**src/rtl/serial_tx.sv**
```systemverilog
// Serial transmitter: start bit, 8 data bits LSB first, optional even parity, one stop bit.
// Every bit is held for CLKS_PER_BIT clocks and the line is driven straight from a flop.
module serial_tx #(
    parameter int CLKS_PER_BIT = 4,
    parameter bit PARITY_EN    = 1'b0
) (
    input  logic       clk,
    input  logic       rst_n,
    input  logic [7:0] tx_data,
    input  logic       tx_valid,
    output logic       tx_ready,
    output logic       tx_line,
    output logic       tx_busy,
    output logic       tx_done
);

    typedef enum logic [2:0] {
        IDLE,
        START,
        DATA,
        PARITY,
        STOP
    } state_t;

    localparam logic [7:0] LAST_TICK = 8'(CLKS_PER_BIT - 1);

    state_t     state;
    logic [7:0] bit_cnt;
    logic [2:0] bit_idx;
    logic [7:0] shift_reg;
    logic       parity_bit;
    logic       bit_end;

    assign bit_end = (bit_cnt == LAST_TICK);
    assign tx_busy = ~tx_ready;

    // The value for the next bit is loaded into tx_line on the last tick of the current bit,
    // so every bit boundary coincides with a bit-counter wrap.
    always_ff @(posedge clk or negedge rst_n) begin
        if (!rst_n) begin
            state      <= IDLE;
            bit_cnt    <= '0;
            bit_idx    <= '0;
            shift_reg  <= '0;
            parity_bit <= 1'b0;
            tx_line    <= 1'b1;
            tx_ready   <= 1'b1;
            tx_done    <= 1'b0;
        end else begin
            tx_done <= 1'b0;
            case (state)
                IDLE: begin
                    if (tx_valid) begin
                        shift_reg  <= tx_data;
                        parity_bit <= ^tx_data;
                        bit_cnt    <= '0;
                        bit_idx    <= '0;
                        tx_line    <= 1'b0;
                        tx_ready   <= 1'b0;
                        state      <= START;
                    end
                end
                START: begin
                    if (bit_end) begin
                        bit_cnt <= '0;
                        tx_line <= shift_reg[0];
                        state   <= DATA;
                    end else begin
                        bit_cnt <= bit_cnt + 8'd1;
                    end
                end
                DATA: begin
                    if (bit_end) begin
                        bit_cnt <= '0;
                        if (bit_idx == 3'd7) begin
                            if (PARITY_EN) begin
                                tx_line <= parity_bit;
                                state   <= PARITY;
                            end else begin
                                tx_line <= 1'b1;
                                state   <= STOP;
                            end
                        end else begin
                            bit_idx   <= bit_idx + 3'd1;
                            shift_reg <= {1'b0, shift_reg[7:1]};
                            tx_line   <= shift_reg[1];
                        end
                    end else begin
                        bit_cnt <= bit_cnt + 8'd1;
                    end
                end
                PARITY: begin
                    if (bit_end) begin
                        bit_cnt <= '0;
                        tx_line <= 1'b1;
                        state   <= STOP;
                    end else begin
                        bit_cnt <= bit_cnt + 8'd1;
                    end
                end
                STOP: begin
                    if (bit_end) begin
                        bit_cnt  <= '0;
                        tx_ready <= 1'b1;
                        tx_done  <= 1'b1;
                        state    <= IDLE;
                    end else begin
                        bit_cnt <= bit_cnt + 8'd1;
                    end
                end
                default: begin
                    tx_line  <= 1'b1;
                    tx_ready <= 1'b1;
                    state    <= IDLE;
                end
            endcase
        end
    end

endmodule

```
**config.mk**
```make
export PLATFORM = sky130hd
export DESIGN_NAME = serial_tx
export DESIGN_NICKNAME = d
export VERILOG_FILES = /design/src/rtl/serial_tx.sv
export SDC_FILE = /design/constraint.sdc
export NUM_CORES = 1
export LEC_CHECK = 0
export CORE_ASPECT_RATIO = 0.75
export CORE_UTILIZATION = 40
export CTS_CLUSTER_SIZE = 14
export DETAILED_ROUTE_END_ITERATION = 10
export PLACE_DENSITY_LB_ADDON = 0.12
export RECOVER_POWER = 100
export SYNTH_ARGS = -nofsm -noshare
export SYNTH_HDL_FRONTEND = slang
export SYNTH_SLANG_ARGS = --single-unit
export TNS_END_PERCENT = 100
```
**constraint.sdc**
```tcl
create_clock -name clk -period 2.04 [get_ports clk]
set_input_delay 0.306 -clock clk [delete_from_list [all_inputs] [get_ports clk]]
set_output_delay 0.306 -clock clk [all_outputs]
set_load 0.05 [all_outputs]
```
==> impl_metrics.env, run 1 <==
export IMPL_syn_area_per_cell_um2=10.5
export IMPL_ys_seq_area_share_pct=47.8
export IMPL_drt_first_pass_iters=4
export IMPL_status="completed"
export IMPL_clock_fmax_ghz=0.508
export IMPL_cts_buffer_depth=2
export IMPL_fin_cells=193
export IMPL_worstMarginPinSlew_ns=1.36
export IMPL_dp_hpwl_um=2090
export IMPL_port_buffers=14
export IMPL_vdd_drop_max_mv=0.701
export IMPL_finalCriticalPeriod_ns=1.97
export IMPL_worstPathMaxFanout=8
export IMPL_synth_top_area_share_pct=43.8
export IMPL_start_util_pct=43.2
export IMPL_fin_crit_sh_pct=96.5
export IMPL_worstPathArrival_ns=2.18
export IMPL_hold_viol=0
export IMPL_cap_viol_max_count=0
export IMPL_synth_nets=139
export IMPL_worstPathCellList="or3_1, or4_4, buf_4, or4b_1, nand2_1"
export IMPL_wirelength_um=2770
export IMPL_postSynthCellCount=125
export IMPL_tns_ns=0
export IMPL_cts_buffers=3
export IMPL_via_per_inst=5.42
export IMPL_antenna_left=0
export IMPL_cp_slowest_cell="or4b_1"
export IMPL_path_buf_inv=1
export IMPL_nets=170
export IMPL_criticalPathCategory="flop to flop"
export IMPL_gp_congestion=0.779
export IMPL_postSynthRegisterBits=25
export IMPL_grtUsageTotal_pct=18.7
export IMPL_pin_count=15
export IMPL_syn_cell_area_um2=1320
export IMPL_p_per_area_nw_per_um2=1340
export IMPL_startpoint_type="flop"
export IMPL_setup_viol_count_final=0
export IMPL_drc_errors=0
export IMPL_cts_setup_buffers=0
export IMPL_root_buffer="clkbuf_8"
export IMPL_worstHoldPathType="flop to flop"
export IMPL_leakage_uw=0.000728
export IMPL_yosysWarningCount=0
export IMPL_vias=1047
export IMPL_final_util_pct=54.3
export IMPL_grt_max_degree=26
export IMPL_row_count=17
export IMPL_cts_tree="done"
export IMPL_cp_end_kind="flop"
export IMPL_syn2layout_area_growth_pct=25.5
export IMPL_grt_overflow=0
export IMPL_die_height_um=51.7
export IMPL_dp_cells=189
export IMPL_cts_sinks=25
export IMPL_max_slew_margin_pct=9.65
export IMPL_yosys_top_cells_area="dfrtp_1 44%, mux2_2 6.9%, mux2_1 6.0%"
export IMPL_cts_max_level=1
export IMPL_antenna_found_initial=0
export IMPL_required_ns=2.25
export IMPL_skew_ns=0.00255
export IMPL_die_area_um2=3520
export IMPL_synth_distinct_cells=38
export IMPL_clkTransAtPathRegs_ns=0.09
export IMPL_insertion_delay_ns=0.27
export IMPL_yosys_area_top_type="dfrtp_1"
export IMPL_die_w_um=68.2
export IMPL_drive_gt1_share_pct=21.3
export IMPL_diodes=0
export IMPL_slew_violations=0
export IMPL_rsz0062_at_grt="false"
export IMPL_layout_setup_ws_ns=0.0718
export IMPL_grt_pass1_vias=999
export IMPL_power_uw=2210
export IMPL_critPathTopFamily="simple AND/OR/NAND/NOR gates"
export IMPL_core_um2=3040
export IMPL_cp_slowest_stage_delay_ns=0.46
export IMPL_pre_cts_slack_ns=0.0515
export IMPL_grt_pass1_wl_um=4730
export IMPL_wl_per_cell_um=14.3
export IMPL_drt_iter0_drc=34
-- cells in the final DEF (no fill, tap or decap), types with 5 or more instances in the layout --
cell type	instances
o21ai_0	8
buf_4	17
inv_1	6
nand3_1	7
a31oi_1	7
dfrtp_1	23
nand2_1	9
mux2_1	7
clkdlybuf4s50_1	12
mux2_2	8
a21oi_1	5
-- worst register-to-register path, stage by stage, from the launching register on --
cell and delay, ns:
dfrtp_1 0.38, or3_1 0.37, or4_4 0.44, buf_4 0.18
or4b_1 0.46, nand2_1 0.08
-- cell families (layout without fill, tap and decap cells) --
logic type | Yosys count | count (layout) | share of synthesized area, %
flip-flops | 25 | 25 | 47.8
buffers and inverters | 14 | 44 | 5.23
XOR/XNOR | 1 | 1 | 0.666
AO/OA/AOI/OAI | 29 | 29 | 14.3
adder cells (fa/ha/maj) | 3 | 3 | 2.85
multiplexers | 17 | 17 | 14.4
AND/OR/NAND/NOR | 36 | 36 | 14.8
-- synth_stat cells --
cell and n:
nand2b_1 3, a2bb2oi_1 1, o31a_1 1, buf_2 1
buf_6 2, o21ai_0 8, and4_1 1, o22ai_2 1
o22ai_1 1, mux2_2 8, nor3b_1 1, nor2b_1 1
ha_1 3, or4_1 1, a31oi_1 7, nand3_1 7
and3_1 1, a32o_1 1, mux2_1 7, o2bb2ai_1 1
xor2_1 1, clkbuf_1 5, nor4_1 2, nor2_1 4
nand4_1 1, nand4b_1 1, or3_1 2, nand2_1 9
mux2i_1 2, a41oi_1 1, dfstp_2 2, or4b_1 1
dfrtp_1 23, a21oi_1 5, a211oi_1 1, and2_1 1
inv_1 6, o21a_1 1
-- what timing repair did --
item,CTS,global route
endpoints found under the setup margin,0,9
gates resized for setup,0,2
hold buffers,0,0
-- power breakdown --
part	internal [µW]	total, µW	switching (µW)
clock	140	300	160
sequential	688	802	114
combinational	523	1110	585
-- layer usage --
layer	track usage (%)	vias up	part of all wire, %
met1	28.2	504	55
met4	6.25	0	1.0
met2	25.0	20	40
met5	0	-	0
li1	-	518	-
met3	5.48	5	3.8
-- stage by stage --
stage          instance area [µm²]  hold slack, ns
2_1_floorplan                 1320          0.0104
6_report                      1650           0.492
3_3_place_gp                  1610           0.462
3_5_place_dp                  1610           0.476
4_1_cts                       1650           0.411
5_1_grt                       1650           0.516
-- final cells by class --
cell class              count  area [µm²]
fillers                   283        1390
flip-flops and latches     25         628
multi-input cells          86         627
repair buffers             34         280
well taps                  38        47.5
clock buffers               4        45.0
inverters                   6        22.5
-- worst paths after layout --
kind / from / end / slack [ns] / depth (start not counted)
min: shift_reg[3]$_DFFE_PN0P_ / shift_reg[3]$_DFFE_PN0P_ / 0.49 / 1
min reg2reg: shift_reg[3]$_DFFE_PN0P_ / shift_reg[3]$_DFFE_PN0P_ / 0.49 / 1
max in group asynchronous: rst_n / shift_reg[5]$_DFFE_PN0P_ / 0.39 / 2
max: bit_cnt[5]$_DFFE_PN0P_ / state[2]$_DFFE_PN0P_ / 0.07 / 5
min in group asynchronous: rst_n / bit_cnt[0]$_DFFE_PN0P_ / 0.86 / 2
max reg2reg: bit_cnt[5]$_DFFE_PN0P_ / state[2]$_DFFE_PN0P_ / 0.07 / 5
(Power assumes the default switching activity.)
==> run 2, diff against run 1 <==
Settings changed: DONT_BUFFER_PORTS from default to 1, SLEW_MARGIN from default to 20.
==> impl_metrics.env, run 2 (synthesized netlist as in run 1, its figures left out) <==
export IMPL_start_util_pct=43.2
export IMPL_finalCriticalPeriod_ns=2.00
export IMPL_grtUsageTotal_pct=17.2
export IMPL_worstMarginPinSlew_ns=1.33
export IMPL_core_um2=3040
export IMPL_r2r_end="shift_reg[4]$_DFFE_PN0P_"
export IMPL_worstPathMaxFanout=11
export IMPL_hold_viol=0
export IMPL_endpoint="shift_reg[4]$_DFFE_PN0P_"
export IMPL_whs_ns=0.158
export IMPL_multiInputGateArea_um2=622
export IMPL_grt_met1_usage_pct=27.2
export IMPL_grt_pass1_vias=873
export IMPL_grt_max_degree=26
export IMPL_setup_worst_path_start="bit_cnt[5]$_DFFE_PN0P_"
export IMPL_cts_tree="done"
export IMPL_wl_per_cell_um=15.4
export IMPL_cts_max_level=1
export IMPL_slew_violations=0
export IMPL_post_dp_cell_area_um2=1450
export IMPL_row_count=17
export IMPL_fin_area_um2=1520
export IMPL_cp_end_kind="flop"
export IMPL_syn2layout_area_growth_pct=15.3
export IMPL_cts_sinks=25
export IMPL_startpoint_type="flop"
export IMPL_antenna_left=0
export IMPL_nets=154
export IMPL_die_w_um=68.2
export IMPL_fillers=295
export IMPL_drc_errors=0
export IMPL_pin_count=15
export IMPL_cap_viol_max_count=0
export IMPL_r2r_slack_ns=0.04
export IMPL_vdd_drop_max_mv=0.710
export IMPL_worstHoldPathType="input port to flop"
export IMPL_via_per_inst=5.67
export IMPL_gp_congestion=0.814
export IMPL_rr_startpoint="bit_cnt[5]$_DFFE_PN0P_"
export IMPL_use_met3_pct=5.70
export IMPL_setup_viol_count_final=0
export IMPL_skew_ns=0.00561
export IMPL_grt_pass1_wl_um=4310
export IMPL_clock_fmax_ghz=0.500
export IMPL_layout_commonest_cell="dfrtp_1"
export IMPL_cts_buffer_depth=2
export IMPL_r2r_cells=5
export IMPL_criticalPathCategory="flop to flop"
export IMPL_use_met2_pct=22.5
export IMPL_regArea_um2=628
export IMPL_diodes=0
export IMPL_fin_crit_sh_pct=98.0
export IMPL_drive_gt1_share_pct=21.6
export IMPL_drt_first_pass_iters=4
export IMPL_die_height_um=51.7
export IMPL_dp_hpwl_um=1990
export IMPL_antenna_found_initial=0
export IMPL_max_slew_margin_pct=11.0
export IMPL_final_cell_mix="23 x dfrtp_1, 14 x buf_4, 9 x nand2_1, 8 x o21ai_0, 8 x mux2_2"
export IMPL_p_per_area_nw_per_um2=1420
export IMPL_root_buffer="clkbuf_8"
export IMPL_required_ns=2.20
export IMPL_cts_buffers=3
export IMPL_drt_iter0_drc=80
export IMPL_vias=1003
export IMPL_status="completed"
export IMPL_insertion_delay_ns=0.27
export IMPL_leakage_uw=0.000670
export IMPL_grt_overflow=0
export IMPL_wirelength_um=2730
export IMPL_die_area_um2=3520
export IMPL_worstPathArrival_ns=2.16
export IMPL_port_buffers=0
export IMPL_busiest_layer="met1"
export IMPL_clkTransAtPathRegs_ns=0.09
==> run 2: cell types whose count changed in the layout (fill, tap and decap cells not counted), sizes merged <==
cell / delta
clkinv: +1
buf: -1
clkbuf: -3
dlygate4sd3: -1
clkdlybuf4s50: -12
==> run 2: cell type report <==
class,instances,share of cell area (%)
Sequential cell,25,41.4
Clock buffer,3,2.72
Tap cell,38,3.14
Inverter,6,1.49
Clock inverter,1,0.330
Multi-Input combinational cell,86,41.0
Timing Repair Buffer,18,9.90
==> run 2: metal layers <==
metal | vias up | share of wire, %
met2 | 33 | 39
met1 | 483 | 52
li1 | 485 | -
met5 | - | 0
met3 | 2 | 8.5
met4 | 0 | 0.33
==> run 2: worst max-delay path: stages, from the launching register on <==
cell and delay (ns):
dfrtp_1 0.38, or3_1 0.38, or4_4 0.44, o22ai_2 0.19
buf_12 0.17, mux2_1 0.32
==> run 2: how the worst min path moves through the flow <==
stage | from | depth (start not counted) | endpoint
detailed placement | rst_n | 0 | tx_done$_DFF_PN0_
CTS | tx_data[7] | 1 | shift_reg[7]$_DFFE_PN0P_
global route | tx_data[7] | 1 | shift_reg[7]$_DFFE_PN0P_
floorplan | rst_n | 0 | bit_cnt[0]$_DFFE_PN0P_
finish | tx_data[7] | 1 | shift_reg[7]$_DFFE_PN0P_
global placement | rst_n | 0 | bit_cnt[3]$_DFFE_PN0P_
==> run 2: what timing repair did <==
action,4_1_cts,5_1_grt
setup endpoints to repair,0,1
resized for setup,0,2
setup buffers,0,0
hold buffers,2,0
endpoints found under the hold margin,25,0
==> run 2: through the flow <==
stage	power (µW)	instances	worst slack (ns)	setup TNS (ns)	utilization (%)
2_1_floorplan	1540	125	-0.0130	-0.0908	-
3_3_place_gp	1820	171	0.0895	0	47.6
3_5_place_dp	1840	171	0.0372	0	47.6
4_1_cts	2160	177	0.0157	0	50.1
5_1_grt	2300	177	-0.00858	-0.0229	49.9
6_report	2150	177	0.0416	0	49.9
==> run 2: power breakdown <==
group / leakage [µW] / internal [µW] / switching (µW)
clock: 0.0000255 / 137 / 160
sequential: 0.000315 / 687 / 180
combinational: 0.000329 / 472 / 512
total: 0.000670 / 1290 / 852
